## src/rtl/ascii_num_tokenizer.sv

```systemverilog
// Splits an ASCII byte stream into signed decimal tokens, drives the ASCII-to-int32 converter
// for each token and hands the converted value downstream over valid/ready.
module ascii_num_tokenizer #(
    parameter int unsigned COUNT_W    = 16,
    parameter int unsigned MAX_DIGITS = 10
) (
    input  logic               clk,
    input  logic               rst_n,
    input  logic [7:0]         rx_data,
    input  logic               rx_valid,
    output logic               rx_ready,
    output logic               cvt_start,
    output logic [7:0]         cvt_char,
    output logic               cvt_char_valid,
    output logic               cvt_num_end,
    input  logic [31:0]        cvt_result,
    input  logic               cvt_result_valid,
    output logic [31:0]        num_out,
    output logic               num_valid,
    input  logic               num_ready,
    output logic               line_done,
    output logic [COUNT_W-1:0] line_count,
    output logic               err_char,
    output logic               err_overflow
);

    localparam int unsigned DCNT_W = $clog2(MAX_DIGITS + 2);
    localparam logic [DCNT_W-1:0] MaxDigits = DCNT_W'(MAX_DIGITS);

    typedef enum logic [2:0] {StIdle, StStart, StFirst, StFeed, StWait, StPush} state_e;

    state_e              state_q, state_d;
    logic [7:0]          pending_q, pending_d;
    logic [DCNT_W-1:0]   dcnt_q, dcnt_d;
    logic                term_q, term_d;
    logic [COUNT_W-1:0]  tok_q, tok_d, line_q, line_d, tok_inc;
    logic [31:0]         num_q, num_d;
    logic                accept, in_digit, in_minus, in_sep, in_term;

    function automatic logic is_digit(input logic [7:0] c);
        return (c >= 8'h30) && (c <= 8'h39);
    endfunction

    assign rx_ready   = (state_q == StIdle) || (state_q == StFeed);
    assign accept     = rx_valid && rx_ready;
    assign in_digit   = is_digit(rx_data);
    assign in_minus   = (rx_data == 8'h2D);
    assign in_sep     = (rx_data == 8'h20) || (rx_data == 8'h2C);
    assign in_term    = (rx_data == 8'h0D) || (rx_data == 8'h0A);
    assign tok_inc    = (tok_q == '1) ? tok_q : tok_q + 1'b1;
    assign num_out    = num_q;
    assign num_valid  = (state_q == StPush);
    // line_d only differs from line_q in the line_done cycle, so this is valid with the pulse
    assign line_count = line_d;

    always_comb begin
        state_d        = state_q;
        pending_d      = pending_q;
        dcnt_d         = dcnt_q;
        term_d         = term_q;
        tok_d          = tok_q;
        line_d         = line_q;
        num_d          = num_q;
        cvt_start      = 1'b0;
        cvt_char       = 8'h00;
        cvt_char_valid = 1'b0;
        cvt_num_end    = 1'b0;
        line_done      = 1'b0;
        err_char       = 1'b0;
        err_overflow   = 1'b0;
        unique case (state_q)
            StIdle: begin
                if (accept) begin
                    if (in_digit || in_minus) begin
                        pending_d = rx_data;
                        state_d   = StStart;
                    end else if (in_term) begin
                        if (tok_q != '0) begin
                            line_done = 1'b1;
                            line_d    = tok_q;
                            tok_d     = '0;
                        end
                    end else if (!in_sep) begin
                        err_char = 1'b1;
                    end
                end
            end
            StStart: begin
                cvt_start = 1'b1;
                state_d   = StFirst;
            end
            StFirst: begin
                cvt_char       = pending_q;
                cvt_char_valid = 1'b1;
                dcnt_d         = is_digit(pending_q) ? DCNT_W'(1) : '0;
                state_d        = StFeed;
            end
            StFeed: begin
                cvt_char = rx_data;
                if (accept) begin
                    if (in_digit) begin
                        cvt_char_valid = 1'b1;
                        // Counter parks at MAX_DIGITS+1 so the overflow pulse fires once per token
                        if (dcnt_q <= MaxDigits) dcnt_d = dcnt_q + 1'b1;
                        if (dcnt_q == MaxDigits) err_overflow = 1'b1;
                    end else if (in_sep || in_term) begin
                        cvt_num_end = 1'b1;
                        term_d      = in_term;
                        state_d     = StWait;
                    end else begin
                        err_char = 1'b1;
                    end
                end
            end
            StWait: begin
                if (cvt_result_valid) begin
                    num_d   = cvt_result;
                    state_d = StPush;
                end
            end
            StPush: begin
                if (num_ready) begin
                    if (term_q) begin
                        line_done = 1'b1;
                        line_d    = tok_inc;
                        tok_d     = '0;
                    end else begin
                        tok_d = tok_inc;
                    end
                    state_d = StIdle;
                end
            end
            default: state_d = StIdle;
        endcase
    end

    always_ff @(posedge clk or negedge rst_n) begin
        if (!rst_n) begin
            state_q   <= StIdle;
            pending_q <= '0;
            dcnt_q    <= '0;
            term_q    <= 1'b0;
            tok_q     <= '0;
            line_q    <= '0;
            num_q     <= '0;
        end else begin
            state_q   <= state_d;
            pending_q <= pending_d;
            dcnt_q    <= dcnt_d;
            term_q    <= term_d;
            tok_q     <= tok_d;
            line_q    <= line_d;
            num_q     <= num_d;
        end
    end

endmodule

```

## config.mk

```make
export PLATFORM = sky130hd
export DESIGN_NAME = ascii_num_tokenizer
export DESIGN_NICKNAME = d
export VERILOG_FILES = /design/src/rtl/ascii_num_tokenizer.sv
export SDC_FILE = /design/constraint.sdc
export NUM_CORES = 1
export LEC_CHECK = 0
export ABC_CLOCK_PERIOD_IN_PS = 3200
export BUFFER_PORTS_ARGS = -buffer_cell sky130_fd_sc_hd__buf_2
export CORE_MARGIN = 2
export CORE_UTILIZATION = 35
export CTS_BUF_LIST = sky130_fd_sc_hd__clkbuf_4 sky130_fd_sc_hd__clkbuf_8
export DETAILED_ROUTE_END_ITERATION = 8
export GPL_TIMING_DRIVEN = 0
export SLEW_MARGIN = 20
export SYNTH_ARGS = -nofsm -noshare
export SYNTH_HDL_FRONTEND = slang
export SYNTH_SLANG_ARGS = --single-unit
```

## constraint.sdc

```tcl
create_clock -name clk -period 3.2 [get_ports clk]
set_input_delay 0.48 -clock clk [delete_from_list [all_inputs] [get_ports clk]]
set_output_delay 0.48 -clock clk [all_outputs]
set_load 0.02 [all_outputs]
```

==> results.yml, run 1 <==
outcome:
  status: "finished, final reports clean"
worst_setup_path:
  worstReg2RegStart: "tok_q[0]$_DFFE_PN0P_"
  reg2reg_depth: 11
  crit_fanout: 10
  critPathRequiredTime_ns: 2.72
  end_kind: "output pin"
  worstPathArrival_ns: 2.55
  cp-start-kind: "flip-flop"
  timing.rr.end: "tok_q[3]$_DFFE_PN0P_"
  path_class: "flip-flop to output pin"
  regToRegSetupSlack_ns: 0.69
finish:
  final_core_util: 0.441
  drive_above_1_share: 0.369
  syn_to_final_growth_pct: 24.2
  final_cells: 678
  nets: 576
  diodes: 0
routing:
  wl_per_cell_um: 15.7
  vias: 3604
  antenna_left: 0
  drt_iter0_drc: 223
  first_pass_iters: 4
  routed_via_density: 5.32
  drc_errors: 0
  wirelength_mm: 10.7
logic_synthesis:
  synth_area_um2: 4210
  synth_area_per_cell_um2: 10.3
  synthXorXnorAreaFrac: 0.00208
  synthMuxAreaShare: 0.138
  synth_top_family_by_area: "simple AND/OR/NAND/NOR gates"
  yosys.area_share.adder: 0.0119
  synth_compound_area_frac: 0.150
  ys_seq_elements: 80
  yosysWarnings: 0
  async_reset_ff_frac: 1.00
  syn_nets: 456
  synth_cell_type_count: 64
  ys_seq_area_frac: 0.475
  synth-simple-area-share: 0.185
  synth_cells: 407
  synthFlopType: "dfrtp_1"
  synth_edf_count: 0
placement:
  io_buffers: 108
  place_congestion: 0.903
  dpl.cell_count: 663
  dp_hpwl_mm: 7.76
global_route:
  antenna_found_initial: 0
  grt_max_degree: 48
  overflow: 0
  grt_pass1_vias: 3523
  grt_pass1_wl_mm: 17.5
  grt_use_total: 0.168
sta:
  worst_pin_slew_ns: 0.590
  hold_violations: 0
  timing.fmax_mhz: 330
  setup_viol: 0
  fin_crit_ns: 3.03
  slew_violations: 0
  clock_skew_ns: 0.00802
  max_slew_margin: 0.606
  fin_tns_setup_ns: 0
  min_period_over_period: 0.947
  rsz0062_at_grt: "no"
floorplanning:
  core_area_um2: 11900
  die_h_um: 114
  start_util: 0.355
  die-width_um: 114
  die-area_um2: 12900
  ios: 109
  row_count: 40
clocking:
  path_clk_slew_ns: 0.07
  ctsRootBufferMaster: "clkbuf_8"
  clkSinkCount: 80
  ctsHtreeMaxLevel: 3
  numCtsBuffers: 9
  cts_tree: "yes"
  clk_latency_ns: 0.36
  clk_path_buf_depth: 2
worst_hold_path:
  hold_path.class: "input pin to asynchronous set/reset pin"
power_and_ir_drop:
  vdd_ir_drop_max_mv: 0.146
  power_density_nw_per_um2: 381
  p_leak_nw: 2.71
run:
  cap_violations: 0
power by group:
part / internal (mW) / total, mW / switching (mW)
Sequential: 1.03 / 1.05 / 0.0223
Clock: 0.394 / 0.752 / 0.358
Combinational: 0.0835 / 0.193 / 0.109
Total: 1.50 / 1.99 / 0.489
cell families after synthesis:
kind of cell,count (synthesis)
AOI/OAI and AO/OA,94
xor gates and xnor gates,1
adders and majority gates,4
buffers and inverters,37
DFF,80
muxes,53
and+or+nand+nor,138
through the flow:
step           hold slack, ns  instance area [um^2]  total power [mW]  setup slack, ns
6_report               0.0633                  5230              1.99            0.170
5_1_grt                0.0906                  5230              2.09          0.00558
4_1_cts                0.0670                  5190              2.03           0.0323
3_5_place_dp            0.458                  4970              1.26            0.166
3_3_place_gp            0.483                  4940              1.25            0.186
2_1_floorplan           0.184                  4210              1.17            0.360
cell type report:
cell class              instances  area [um^2]
repair buffers                113          601
clock buffers                  12          153
plain buffers                  26          129
clock inverters                 3         42.5
inverters                       7         26.3
flip-flops and latches         80         2010
well taps                     147          184
multi-input cells             290         2090
fillers                      1159         6630
registers in the layout, summed over array words and instances, names as in the netlist:
register / cells
line_q: 16
num_out: 32
pending_q: 8
dcnt_q: 4
state_q: 3
term_q: 1
tok_q: 16
how the worst max path moves through the flow:
stage / cells past startpoint / endpoint / from
detailed placement: 10 / line_count[4] / tok_q[0]$_DFFE_PN0P_
floorplan: 9 / line_count[4] / tok_q[0]$_DFFE_PN0P_
global route: 11 / line_count[5] / tok_q[0]$_DFFE_PN0P_
global placement: 10 / line_count[3] / tok_q[0]$_DFFE_PN0P_
CTS: 9 / line_count[3] / tok_q[1]$_DFFE_PN0P_
finish: 11 / line_count[5] / tok_q[0]$_DFFE_PN0P_
per-layer routing:
metal,track usage,wire [um],vias to the layer above
met3,0.0234,655,13
li1,-,-,1756
met5,0,0,-
met1,0.237,5070,1713
met2,0.263,4760,122
met4,0.0634,176,0
synth_stat cells, drive strengths merged (2+ instances only):
library cell	n	area (um^2)
dfrtp	80	2000
mux2	39	439
nand2	33	124
o21ai	23	115
nor2	22	82.6
a21oi	18	90.1
clkbuf	16	61.3
a31oi	15	93.8
buf	14	75.1
mux2i	14	140
nand3	13	70.1
nand4	10	75.1
and3	9	56.3
nor3	8	40.0
inv	7	26.3
and4	6	55.1
nor2b	5	31.3
nor4	5	31.3
a21o	4	30.0
a221o	4	40.0
ha	4	50.1
nor3b	4	30.0
o31ai	4	30.0
a211oi	3	22.5
a22o	3	26.3
and2	3	18.8
nand2b	3	18.8
o311ai	3	26.3
or2	3	18.8
a22oi	2	15.0
a41oi	2	17.5
and3b	2	17.5
nand3b	2	15.0
nor4bb	2	20.0
o21a	2	15.0
or4	2	18.8
worst max-delay path, cell delays in order, from the launching register on:
cell     delay (ns)
dfrtp_2        0.46
inv_1          0.09
ha_1           0.15
nor4b_2        0.19
nand4_1        0.12
buf_4          0.17
buf_4          0.13
nand3_1        0.10
buf_4          0.19
o21ai_0        0.10
a221o_1        0.32
buf_2          0.16
cell usage in the layout, fill, tap and decap left out, types with 10 or more instances in the layout:
cell type  Yosys  final
buf_2          6    112
dfrtp_1       80     77
mux2_2        38     38
nand2_1       33     33
nor2_1        22     22
o21ai_0       21     20
a21oi_1       18     18
mux2i_1       14     14
a31oi_1       15     14
nand3_1       12     11
clkbuf_8       0     10
what timing repair did:
item                                    CTS  global route
gates cloned                              0             0
endpoints found under the setup margin   14            15
hold buffers                              0             0
pin swaps                                 1             1
resized for setup                         8            11
buffers inserted                          2             2
No activity file was read; power rests on OpenSTA's default activity.
==> run 2, diff against run 1 <==
Settings changed: ABC_CLOCK_PERIOD_IN_PS 3200 to 3300, PLACE_DENSITY_LB_ADDON set to 0.25.
Clock period 3.2 ns to 3.3 ns, I/O delays scaled along.
==> results.yml, run 2 (synthesis gave the netlist of run 1 again) <==
outcome:
  status: "finished, final reports clean"
worst_setup_path:
  reg2reg_depth: 9
  crit_start: "tok_q[0]$_DFFE_PN0P_"
  regToRegSetupSlack_ns: 0.85
  worstPathArrival_ns: 2.63
  end_kind: "output pin"
  worstReg2RegStart: "tok_q[0]$_DFFE_PN0P_"
  crit_end: "line_count[5]"
  path_class: "flip-flop to output pin"
  critPathRequiredTime_ns: 2.80
  timing.rr.end: "tok_q[0]$_DFFE_PN0P_"
  cp-start-kind: "flip-flop"
  crit_fanout: 10
clocking:
  ctsHtreeMaxLevel: 3
  clkSinkCount: 80
  clk_latency_ns: 0.36
  postCtsHoldBufs: 0
  numCtsBuffers: 9
  clk_path_buf_depth: 2
  path_clk_slew_ns: 0.08
  cts_tree: "yes"
  ctsRootBufferMaster: "clkbuf_8"
placement:
  io_buffers: 108
  place_congestion: 0.885
  dp_hpwl_mm: 7.63
power_and_ir_drop:
  vdd_ir_drop_max_mv: 0.152
  clkPwrFrac: 0.378
  power_density_nw_per_um2: 372
  p_leak_nw: 2.68
  pwr-share-comb: 0.097
  sw_frac_of_total: 0.256
  p_int_mw: 1.44
  p_switching_mw: 0.495
  seqPwrFrac: 0.525
  totalPowerFinal_mw: 1.93
finish:
  multi_input_area_um2: 2090
  drive_above_1_share: 0.359
  final_core_util: 0.438
  largest_reg_flops: 32
  diodes: 0
  syn_to_final_growth_pct: 23.4
  fillCellCount: 1129
  nets: 574
  final_cell_mix: "113 x buf_2, 79 x dfrtp_1, 38 x mux2_2"
  register_area_um2: 2000
  final_common_cell: "buf_2"
sta:
  setup_viol: 0
  rsz0062_at_grt: "no"
  fin_crit_ns: 3.13
  max_slew_margin: 0.611
  timing.fmax_mhz: 320
  hold_violations: 0
  slew_violations: 0
  worst_pin_slew_ns: 0.584
  clock_skew_ns: 0.00772
  min_period_over_period: 0.947
routing:
  drt_iter0_drc: 228
  routed_via_density: 5.31
  wl_per_cell_um: 15.6
  vias: 3590
  drc_errors: 0
  first_pass_iters: 5
  wirelength_mm: 10.5
  antenna_left: 0
floorplanning:
  core_area_um2: 11900
  start_util: 0.355
  row_count: 40
  die-width_um: 114
  ios: 109
  die_h_um: 114
  die-area_um2: 12900
global_route:
  grt_max_degree: 44
  grt_pass1_wl_mm: 17.4
  grt_pass1_vias: 3463
  grt_use_total: 0.168
  overflow: 0
  antenna_found_initial: 0
run:
  cap_violations: 0
worst_hold_path:
  hold_path.class: "input pin to asynchronous set/reset pin"
[run 2: changes by cell type in the layout (fill, tap and decap cells not counted), moves of 2 or more]
cell,change
dfrtp_1,+2
clkinvlp_4,+2
buf_4,-5
o311ai_1,-2
dfrtp_2,-2
o311ai_0,+2
[run 2: metal layers]
| metal | vias to the layer above | routed length (um) | global-route usage |
|---|---|---|---|
| li1 | 1751 | - | - |
| met2 | 135 | 4670 | 0.261 |
| met4 | 0 | 202 | 0.0805 |
| met5 | - | 0 | 0 |
| met3 | 14 | 609 | 0.0223 |
| met1 | 1690 | 5060 | 0.235 |
[run 2: per-stage QoR]
step / TNS (ns) / instances / hold WS (ns) / instance area (um^2) / setup slack [ns]
after detailed placement: 0 / 663 / 0.492 / 4960 / 0.237
after global placement: 0 / 662 / 0.484 / 4940 / 0.282
final: 0 / 676 / 0.0981 / 5190 / 0.174
after floorplan: 0 / 407 / 0.199 / 4210 / 0.445
after global routing: 0 / 676 / 0.134 / 5190 / 0.00203
after CTS: -0.00113 / 677 / 0.113 / 5160 / -0.00113
[run 2: final cells by class]
type | instances | area share
Multi-Input combinational cell | 290 | 0.401
Timing Repair Buffer | 110 | 0.110
Clock inverter | 5 | 0.0111
Tap cell | 147 | 0.0354
Buffer | 27 | 0.0250
Clock buffer | 10 | 0.0265
Sequential cell | 80 | 0.386
Inverter | 7 | 0.00506
[run 2: worst max-delay path, stage by stage (launching register included)]
cell and delay [ns]:
dfrtp_2 0.46, inv_1 0.10, ha_1 0.15, nor4b_2 0.20, nand4_1 0.24, buf_4 0.21, nand3_1 0.09, clkbuf_4 0.22
o21ai_0 0.12, a221o_1 0.32, buf_2 0.16
[run 2: what timing repair did]
action                                  CTS  global route
endpoints found under the setup margin   13            13
setup buffers                             0             1
pin swaps                                 0             1
gates cloned                              0             0
resized for setup                         4             8
[run 2: power by group through the flow]
stage	Combinational [mW]	Sequential (mW)	Clock (mW)
4_1_cts	0.190	1.02	0.761
3_5_place_dp	0.190	1.03	0
2_1_floorplan	0.103	1.03	0
5_1_grt	0.212	1.02	0.801
3_3_place_gp	0.182	1.03	0
6_report	0.187	1.02	0.730
[run 2: how the worst min path moves through the flow]
stage / from / end / slack, ns / depth (start not counted)
3_3_place_gp: num_out[14]$_DFFE_PN0P_ / num_out[14]$_DFFE_PN0P_ / 0.48 / 1
2_1_floorplan: rst_n / dcnt_q[0]$_DFFE_PN0P_ / 0.20 / 0
6_report: rst_n / pending_q[0]$_DFFE_PN0P_ / 0.1 / 1
5_1_grt: rst_n / pending_q[0]$_DFFE_PN0P_ / 0.13 / 1
4_1_cts: rst_n / pending_q[0]$_DFFE_PN0P_ / 0.11 / 1
3_5_place_dp: num_out[14]$_DFFE_PN0P_ / num_out[14]$_DFFE_PN0P_ / 0.49 / 1
==> run 3, diff against run 2 <==
Settings changed: CORE_UTILIZATION 35 to 30.
==> results.yml, run 3 (synthesis gave the netlist of run 1 again) <==
outcome:
  status: "finished, final reports clean"
clocking:
  numCtsBuffers: 9
  clkSinkCount: 80
  clk_latency_ns: 0.36
  ctsRootBufferMaster: "clkbuf_8"
  ctsHtreeMaxLevel: 3
  cts_tree: "yes"
  postCtsHoldBufs: 0
  path_clk_slew_ns: 0.09
  clk_path_buf_depth: 2
sta:
  fin_tns_setup_ns: 0
  fin_crit_ns: 3.15
  whs_ns: 0.0422
  min_period_over_period: 0.955
  worst_pin_slew_ns: 0.609
  slew_violations: 0
  timing.fmax_mhz: 317
  max_slew_margin: 0.594
  setup_slack_ns: 0.149
  rsz0062_at_grt: "no"
  setup_viol: 0
  clock_skew_ns: 0.0105
  hold_violations: 0
floorplanning:
  die-area_um2: 15000
  die-width_um: 122
  ios: 109
  core_area_um2: 13800
  row_count: 43
  die_h_um: 122
  start_util: 0.306
global_route:
  grt_use_total: 0.148
  gr-usage-met3: 0.0297
  grt.busiest_layer: "met2"
  overflow: 0
  grtUsageMet1: 0.200
  grt_pass1_wl_mm: 17.5
  grt_max_degree: 56
  grtUsageMet2: 0.240
  grt_pass1_vias: 3442
  antenna_found_initial: 0
finish:
  syn_to_final_growth_pct: 25.2
  largest_reg_flops: 32
  design_area_um2: 5270
  final_cells: 710
  final_cell_mix: "114 x buf_2, 78 x dfrtp_1, 38 x mux2_2"
  drive_above_1_share: 0.362
  diodes: 0
  final_common_cell: "buf_2"
  nets: 575
worst_setup_path:
  worstPathBufferInverterCount: 5
  regToRegSetupSlack_ns: 0.92
  critical_path.top_delay_family: "buffers and inverters"
  end_kind: "output pin"
  cp-start-kind: "flip-flop"
  path_class: "flip-flop to output pin"
  slowest_delay_ns: 0.47
  worstPathCellList: "inv_1 > ha_1 > nor4b_2 > nand4_1 > buf_4 > buf_4 > nand3_1 > buf_2 > o21ai_0 > a221o_1 > buf_2"
  critPathRequiredTime_ns: 2.80
  worstReg2RegStart: "tok_q[0]$_DFFE_PN0P_"
  crit_fanout: 10
  worstPathArrival_ns: 2.66
  slowest_stage: "dfrtp_2"
  reg2reg_depth: 10
  timing.rr.end: "tok_q[0]$_DFFE_PN0P_"
power_and_ir_drop:
  pwr-share-comb: 0.094
  vdd_ir_drop_max_mv: 0.144
  power_density_nw_per_um2: 381
  seqPwrFrac: 0.506
  p_leak_nw: 2.70
  p_int_mw: 1.52
  clkPwrFrac: 0.401
  p_switching_mw: 0.490
  sw_frac_of_total: 0.244
routing:
  wirelength_mm: 10.9
  drt_iter0_drc: 218
  first_pass_iters: 4
  wl_per_cell_um: 15.4
  drc_errors: 0
  antenna_left: 0
  vias: 3646
  routed_via_density: 5.14
run:
  cap_violations: 0
placement:
  dp_hpwl_mm: 8.00
  post-place-ws_ns: 0.246
  place_congestion: 0.843
  io_buffers: 108
  placed_area_um2: 5010
  dpl.cell_count: 696
worst_hold_path:
  hold_path.class: "input pin to asynchronous set/reset pin"
-- run 3: layer usage --
layer | routed length [um] | part of all wire
met2 | 5090 | 0.46
met3 | 596 | 0.054
met1 | 5120 | 0.47
met5 | 0 | 0
met4 | 138 | 0.013
-- run 3: power groups by stage --
stage          clock, mW  sequential [mW]  combinational, mW
4_1_cts            0.834             1.01              0.192
3_5_place_dp           0             1.03              0.191
6_report           0.804             1.01              0.188
5_1_grt            0.887             1.02              0.213
3_3_place_gp           0             1.03              0.183
2_1_floorplan          0             1.03              0.103
-- run 3: layout make-up --
type	count	area, um^2
repair buffers	111	586
fillers	1412	8500
flip-flops and latches	80	2000
well taps	180	225
multi-input cells	290	2090
clock buffers	10	138
plain buffers	27	128
inverters	7	26.3
clock inverters	5	81.3
-- run 3: metrics by stage --
stage	util	total power, mW
after floorplan	-	1.13
final	0.383	2.01
after global placement	0.361	1.22
after global routing	0.383	2.12
after detailed placement	0.364	1.22
after CTS	0.381	2.04
-- run 3: worst max-delay path by stage --
stage | slack, ns | endpoint | from | depth (start not counted)
after floorplan | 0.45 | line_count[4] | tok_q[0]$_DFFE_PN0P_ | 9
after global placement | 0.25 | line_count[3] | tok_q[0]$_DFFE_PN0P_ | 10
after detailed placement | 0.25 | line_count[4] | tok_q[0]$_DFFE_PN0P_ | 10
after CTS | 0.005 | line_count[15] | tok_q[0]$_DFFE_PN0P_ | 9
after global routing | 0.006 | line_count[3] | tok_q[0]$_DFFE_PN0P_ | 9
final | 0.15 | line_count[5] | tok_q[0]$_DFFE_PN0P_ | 11
-- run 3: what timing repair did --
| action | in CTS | in global routing |
|---|---|---|
| pin swaps | 1 | 1 |
| gates resized for setup | 4 | 9 |
| endpoints found under the hold margin | 0 | 0 |
| endpoints found under the setup margin | 13 | 16 |
| setup buffers | 1 | 1 |
| gates cloned | 0 | 0 |
-- run 3: worst register-to-register path, cell delays in order, from the launching register on --
cell	delay, ns
dfrtp_2	0.47
inv_1	0.10
ha_1	0.15
nor4b_2	0.21
nand4_1	0.12
buf_4	0.17
buf_4	0.13
a31oi_1	0.22
clkbuf_1	0.46
o21ai_0	0.18
o31ai_1	0.09
